### src/rtl/axi_shim_arbiter.sv
// rtl/axi_shim_arbiter.sv - round-robin requester-to-shim arbiter with ID-based response routing
// One arbitration channel is instantiated per direction (read and write).

module axi_shim_arbiter_chan #(
  parameter int NumPorts       = 3,
  parameter int AxiIdWidth     = 4,
  parameter int MaxOutstanding = 4,
  parameter int CmdWidth       = 80
) (
  input  logic                               clk,
  input  logic                               rst_n,
  input  logic [NumPorts-1:0]                req,
  input  logic [NumPorts-1:0][CmdWidth-1:0]  cmd,
  output logic [NumPorts-1:0]                gnt,
  output logic [NumPorts-1:0]                valid,
  input  logic [NumPorts-1:0]                rdy,
  output logic                               shim_req,
  input  logic                               shim_gnt,
  output logic [CmdWidth-1:0]                shim_cmd,
  output logic [AxiIdWidth-1:0]              shim_id,
  input  logic                               shim_valid,
  input  logic                               shim_last,
  input  logic [AxiIdWidth-1:0]              shim_rsp_id,
  output logic                               shim_rdy,
  output logic                               unmapped
);

  localparam int IdxW = $clog2(NumPorts);
  localparam int CntW = $clog2(MaxOutstanding + 1);

  typedef enum logic {IDLE, HOLD} state_t;

  state_t            state;
  logic [IdxW-1:0]   winner;
  logic [IdxW-1:0]   rr_ptr;
  logic [IdxW-1:0]   pick;
  logic [IdxW-1:0]   sel_idx;
  logic [CntW-1:0]   outstanding;
  logic              active;
  logic              mapped;
  logic              valid_eff;
  logic              inc;
  logic              dec;

  // First requesting port at or after ptr, wrapping modulo NumPorts.
  function automatic logic [IdxW-1:0] rr_pick(input logic [NumPorts-1:0] r,
                                              input logic [IdxW-1:0] ptr);
    logic [IdxW-1:0] idx;
    rr_pick = ptr;
    for (int k = NumPorts - 1; k >= 0; k--) begin
      idx = IdxW'((int'(ptr) + k) % NumPorts);
      if (r[idx]) rr_pick = idx;
    end
  endfunction

  assign pick    = rr_pick(req, rr_ptr);
  assign mapped  = {1'b0, shim_rsp_id} < (AxiIdWidth + 1)'(NumPorts);
  assign sel_idx = shim_rsp_id[IdxW-1:0];

  // Responses are masked for the cycle following a reset edge so valids read 0.
  assign valid_eff = shim_valid & active;
  assign valid     = (valid_eff && mapped) ? (NumPorts'(1) << sel_idx) : '0;
  assign shim_rdy  = mapped ? rdy[sel_idx] : 1'b1;
  assign unmapped  = valid_eff && !mapped;

  assign inc = (state == HOLD) && shim_gnt;
  assign dec = valid_eff && shim_rdy && shim_last;
  assign gnt = inc ? (NumPorts'(1) << winner) : '0;

  always_ff @(posedge clk) begin
    if (!rst_n) begin
      state       <= IDLE;
      winner      <= '0;
      rr_ptr      <= '0;
      outstanding <= '0;
      shim_req    <= 1'b0;
      shim_cmd    <= '0;
      shim_id     <= '0;
      active      <= 1'b0;
    end else begin
      active <= 1'b1;
      case (state)
        IDLE: begin
          if (|req && outstanding < CntW'(MaxOutstanding)) begin
            winner   <= pick;
            shim_cmd <= cmd[pick];
            shim_id  <= AxiIdWidth'(pick);
            shim_req <= 1'b1;
            state    <= HOLD;
          end
        end
        HOLD: begin
          if (shim_gnt) begin
            shim_req <= 1'b0;
            rr_ptr   <= (winner == IdxW'(NumPorts - 1)) ? '0 : winner + 1'b1;
            state    <= IDLE;
          end
        end
        default: state <= IDLE;
      endcase
      case ({inc, dec})
        2'b10:   outstanding <= outstanding + 1'b1;
        2'b01:   outstanding <= outstanding - 1'b1;
        default: outstanding <= outstanding;
      endcase
    end
  end

  hold_req_a: assert property (@(posedge clk) disable iff (!rst_n)
    (state == HOLD) |-> req[winner]);
  no_underflow_a: assert property (@(posedge clk) disable iff (!rst_n)
    !(dec && !inc && outstanding == '0));
  no_overflow_a: assert property (@(posedge clk) disable iff (!rst_n)
    !(inc && !dec && outstanding == CntW'(MaxOutstanding)));

endmodule

module axi_shim_arbiter #(
  parameter int NumPorts       = 3,
  parameter int AxiIdWidth     = 4,
  parameter int MaxOutstanding = 4,
  parameter int RdCmdWidth     = 80,
  parameter int WrCmdWidth     = 400
) (
  input  logic                                clk_i,
  input  logic                                rst_ni,
  input  logic [NumPorts-1:0]                 req_rd_req_i,
  input  logic [NumPorts-1:0][RdCmdWidth-1:0] req_rd_cmd_i,
  output logic [NumPorts-1:0]                 req_rd_gnt_o,
  output logic [NumPorts-1:0]                 req_rd_valid_o,
  input  logic [NumPorts-1:0]                 req_rd_rdy_i,
  output logic                                shim_rd_req_o,
  input  logic                                shim_rd_gnt_i,
  output logic [RdCmdWidth-1:0]               shim_rd_cmd_o,
  output logic [AxiIdWidth-1:0]               shim_rd_id_o,
  input  logic                                shim_rd_valid_i,
  input  logic                                shim_rd_last_i,
  input  logic [AxiIdWidth-1:0]               shim_rd_id_i,
  output logic                                shim_rd_rdy_o,
  input  logic [NumPorts-1:0]                 req_wr_req_i,
  input  logic [NumPorts-1:0][WrCmdWidth-1:0] req_wr_cmd_i,
  output logic [NumPorts-1:0]                 req_wr_gnt_o,
  output logic [NumPorts-1:0]                 req_wr_valid_o,
  input  logic [NumPorts-1:0]                 req_wr_rdy_i,
  output logic                                shim_wr_req_o,
  input  logic                                shim_wr_gnt_i,
  output logic [WrCmdWidth-1:0]               shim_wr_cmd_o,
  output logic [AxiIdWidth-1:0]               shim_wr_id_o,
  input  logic                                shim_wr_valid_i,
  input  logic [AxiIdWidth-1:0]               shim_wr_id_i,
  output logic                                shim_wr_rdy_o,
  output logic                                err_o
);

  logic rd_unmapped;
  logic wr_unmapped;

  axi_shim_arbiter_chan #(
    .NumPorts(NumPorts), .AxiIdWidth(AxiIdWidth),
    .MaxOutstanding(MaxOutstanding), .CmdWidth(RdCmdWidth)
  ) u_rd (
    .clk(clk_i), .rst_n(rst_ni),
    .req(req_rd_req_i), .cmd(req_rd_cmd_i), .gnt(req_rd_gnt_o),
    .valid(req_rd_valid_o), .rdy(req_rd_rdy_i),
    .shim_req(shim_rd_req_o), .shim_gnt(shim_rd_gnt_i),
    .shim_cmd(shim_rd_cmd_o), .shim_id(shim_rd_id_o),
    .shim_valid(shim_rd_valid_i), .shim_last(shim_rd_last_i),
    .shim_rsp_id(shim_rd_id_i), .shim_rdy(shim_rd_rdy_o),
    .unmapped(rd_unmapped)
  );

  // Every write response is a single beat, so it always retires a transaction.
  axi_shim_arbiter_chan #(
    .NumPorts(NumPorts), .AxiIdWidth(AxiIdWidth),
    .MaxOutstanding(MaxOutstanding), .CmdWidth(WrCmdWidth)
  ) u_wr (
    .clk(clk_i), .rst_n(rst_ni),
    .req(req_wr_req_i), .cmd(req_wr_cmd_i), .gnt(req_wr_gnt_o),
    .valid(req_wr_valid_o), .rdy(req_wr_rdy_i),
    .shim_req(shim_wr_req_o), .shim_gnt(shim_wr_gnt_i),
    .shim_cmd(shim_wr_cmd_o), .shim_id(shim_wr_id_o),
    .shim_valid(shim_wr_valid_i), .shim_last(1'b1),
    .shim_rsp_id(shim_wr_id_i), .shim_rdy(shim_wr_rdy_o),
    .unmapped(wr_unmapped)
  );

  always_ff @(posedge clk_i) begin
    if (!rst_ni) begin
      err_o <= 1'b0;
    end else if (rd_unmapped || wr_unmapped) begin
      err_o <= 1'b1;
    end
  end

endmodule

### config.mk
export PLATFORM = sky130hd
export DESIGN_NAME = axi_shim_arbiter
export DESIGN_NICKNAME = d
export VERILOG_FILES = /design/src/rtl/axi_shim_arbiter.sv
export SDC_FILE = /design/constraint.sdc
export NUM_CORES = 2
export LEC_CHECK = 0
export ABC_AREA = 1
export BUFFER_PORTS_ARGS = -buffer_cell sky130_fd_sc_hd__buf_2
export CELL_PAD_IN_SITES_DETAIL_PLACEMENT = 0
export CELL_PAD_IN_SITES_GLOBAL_PLACEMENT = 1
export CORE_AREA = 2 2 775 777
export CTS_CLUSTER_DIAMETER = 200
export CTS_CLUSTER_SIZE = 12
export DETAILED_ROUTE_END_ITERATION = 8
export DIE_AREA = 0 0 777 779
export PLACE_DENSITY = 0.36
export SYNTH_ARGS = -nofsm -noshare
export SYNTH_HDL_FRONTEND = slang
export SYNTH_SLANG_ARGS = --single-unit
### constraint.sdc
create_clock -name clk_i -period 5.1 [get_ports clk_i]
set_input_delay 0.765 -clock clk_i [delete_from_list [all_inputs] [get_ports clk_i]]
set_output_delay 0.765 -clock clk_i [all_outputs]
set_load 0.1 [all_outputs]
==> key figures <==
Clocking
  – Clk root buf: clkbuf_16
  – Setup Buffers After CTS: 0
  – CTS max path bufs: 3
  – Clock transition at path regs: 0.08 ns
  – Cts repair resizes: 0
  – # H-tree levels: 2
  – Clock Latency Late Sink: 0.78 ns
  – Hold Buf Count CTS: 0
  – CTS tree: built
  – CTS buffer count: 51
  – Clk sinks: 500

Synth
  – Top FF cell, synth: dfxtp_1
  – Post-synth EDFFs: 0
  – Top cells by count, synth: inv_1, nand2_1, nand3_1
  – Asr flop ratio synth: 0%
  – Yosys warning count: 0
  – Synth Instances: 6149
  – Synth area leaders: dfxtp_1, inv_1, nand3_1, nand2_1, nand4_1
  – Post-Syn Area per Cell: 5.73 um^2
  – Synth top area share: 28.4%
  – Post-synth top area cell: dfxtp_1
  – Most frequent cell after synthesis: inv_1
  – Synthesis-stage register bit count: 500
  – Sequential share of the synthesized area: 28.4%
  – Mapped cell area: 0.0352 mm^2
  – Netlist cell types: 24

Timing
  – RSZ-0062 raised after global routing: no
  – Setup Skew: approximately 0.056 ns
  – Fmax: 276 MHz
  – Hold Violations, Final: 0
  – Fin Setup TNS: 0 ns
  – Worst Tran Pin Value: ~1.0 ns
  – Relative slew slack: roughly a third
  – Final setup viols: 0
  – Final Cycle Share: 71.1%
  – Slew Limit Fails: 0
  – Min Tclk post-route: between 3 and 4 ns

Layout
  – Finished Cell Area: 0.0562 mm^2
  – Final net count: 9260
  – Area growth syn-to-layout: 59.7%
  – Share of cells above drive strength 1: 28.1%
  – Final core utilization: 9.42%
  – Fillcell total: 71.5k

Worst setup path
  – Worst-case reg-to-reg path depth: 14
  – R2R setup slack: roughly 1.5 ns
  – Worst flop-to-flop path startpoint: u_wr.rr_ptr[0]$_SDFFE_PN0P_
  – Slowest cell delay on critical path: 0.59 ns
  – CP Class: reg2reg
  – CP Capture Type: flop
  – Most used cell, CP: nand2_1
  – Crit start category: flop
  – Max Fanout on Critical Path: between 50 and 60
  – Crit path max-delay cell type: nand2_4
  – Crit-path cells: inv_1, ha_1, inv_2, nand2_1, nand3_1, nand2_1, a21oi_1, nand2_8, nand2_4, buf_12, buf_4, nand2_1, nand3_1, a21oi_1
  – CP arrival: 4.27 ns
  – FF-to-FF End: u_wr.shim_cmd[14]$_SDFFE_PN0P_
  – Worst Path Required: 5.75 ns

Drt
  – DR pass1 iterations: 5
  – DRT iter0 DRCs: approximately 2.7k
  – Routed wire length: between 400000 and 500000 um
  – Average vias per placed instance: 3.12
  – DRC viols: 0
  – Routed len/inst: between 20 and 30 um
  – Total number of vias: 49.3k
  – Antenna viol nets, final: 0

Global route
  – First-pass GRT wire length: 547000 um
  – Antenna violations before repair: 327
  – Total gr overflow: 0
  – Vias in the first global route: between 40k and 50k
  – Largest net degree at the start of global routing: about 130
  – Gr usage total: 13.8%

Min path
  – Hold depth: 4
  – Worst min-delay path class: in2reg
  – Min-delay src: shim_rd_gnt_i
  – Hold EP: u_rd.state$_SDFF_PN0_

Floorplan
  – Core Box Area: 0.597 mm^2
  – Die Y-Extent: ~780 um
  – Io pins: 1972
  – Starting density of the core: under 10%
  – Row count: around 280
  – Die area: ~0.61 mm^2
  – Die X: 777 um

Flow run
  – Maxcap violations: 0

Power
  – P_leak: 0.0295 uW
  – PwrDens: 400 mW/mm^2
  – Max rail drop VDD: about 0.28 mV

Place
  – # port buffers: 1967
  – Post-DP HPWL: 370000 um
  – Placement Cell Area: 0.0544 mm^2
  – RD Place Congestion: 0.902

Outcome
  – Outcome: finished, final reports clean
## cell type report
cell class	count	area, um^2	area share [%]
Multi-Input combinational cell	3582	17300	30.7
Timing Repair Buffer	2109	11400	20.4
Sequential cell	500	10000	17.8
Tap cell	7865	9840	17.5
Inverter	1541	5800	10.3
Clock buffer	55	1320	2.35
Antenna cell	175	438	0.779
Clock inverter	7	88.8	0.158
## how the worst max path moves through the flow
| stage | startpoint | to | depth (start not counted) |
|---|---|---|---|
| 3_5_place_dp | req_wr_req_i[0] | u_wr.shim_cmd[7]$_SDFFE_PN0P_ | 13 |
| 6_report | u_wr.rr_ptr[0]$_SDFFE_PN0P_ | u_wr.shim_cmd[14]$_SDFFE_PN0P_ | 14 |
| 3_3_place_gp | req_wr_req_i[0] | u_wr.shim_cmd[14]$_SDFFE_PN0P_ | 13 |
| 2_1_floorplan | shim_rd_id_i[0] | u_rd.outstanding[2]$_SDFFE_PN0P_ | 12 |
| 4_1_cts | u_wr.state$_SDFF_PN0_ | req_wr_gnt_o[1] | 4 |
| 5_1_grt | u_wr.rr_ptr[0]$_SDFFE_PN0P_ | u_wr.shim_cmd[14]$_SDFFE_PN0P_ | 14 |
## registers in the layout (all words and copies together), names as in the netlist
signal,cells
u_wr.outstanding,3
err_o,1
u_rd.state,1
u_wr.shim_req,1
u_rd.shim_cmd,80
u_rd.rr_ptr,2
u_wr.rr_ptr,2
u_wr.state,1
u_rd.shim_req,1
u_wr.winner,2
u_rd.active,1
u_rd.outstanding,3
u_wr.shim_cmd,400
u_rd.winner,2
## routing by layer
layer  wire, um  track usage, %  part of all wire (%)  up-vias
li1           -               -                     -    22881
met3      59100            8.17                    13      626
met2     196000            22.4                    45     2049
met1     165000            15.0                    38    23669
met4      18100            4.48                   4.1      124
met5        796               0                  0.18        -
## critical path, delay by kind of cell (launching register included)
kind                     cells  cell delay (ns)
AND/OR/NAND/NOR              7             1.27
buffers and inverters        4             0.82
AO/OA/AOI/OAI                2             0.45
flip-flops                   1             0.38
adder cells (fa/ha/maj)      1             0.34
## cell usage in the layout, fill, tap and decap left out, types with 6 or more instances in the layout
master	instances
a21oi_1	503
buf_12	42
buf_2	1966
buf_4	100
clkbuf_16	51
dfxtp_1	500
diode_2	175
ha_1	6
inv_1	1535
nand2_1	1064
nand2_4	10
nand3_1	974
nand4_1	480
nor2_1	90
nor3_1	10
o21ai_0	428
## kinds of logic after synthesis
| group | share of synthesized area, % |
|---|---|
| buffers and inverters | 22.8 |
| other | 0.0107 |
| AO/OA/AOI/OAI | 13.4 |
| flip-flops | 28.4 |
| AND/OR/NAND/NOR | 35.0 |
| adder cells (fa/ha/maj) | 0.327 |
## power by group
part	switching, uW	internal [uW]	leakage, uW
Clock	2320	1880	0.000694
Combinational	10900	2300	0.0247
Sequential	486	4580	0.00416
## through the flow
step | cells | hold slack, ns | power [uW] | setup slack (ns)
2_1_floorplan | 6152 | 0.439 | 13200 | 0.495
3_3_place_gp | 15597 | 0.458 | 18800 | 1.04
3_5_place_dp | 15597 | 0.453 | 18700 | 1.08
4_1_cts | 15659 | 0.150 | 23200 | 1.24
5_1_grt | 15760 | 0.237 | 23900 | 1.19
6_report | 15834 | 0.288 | 22500 | 1.47
Power figures use the tool's default switching activity.
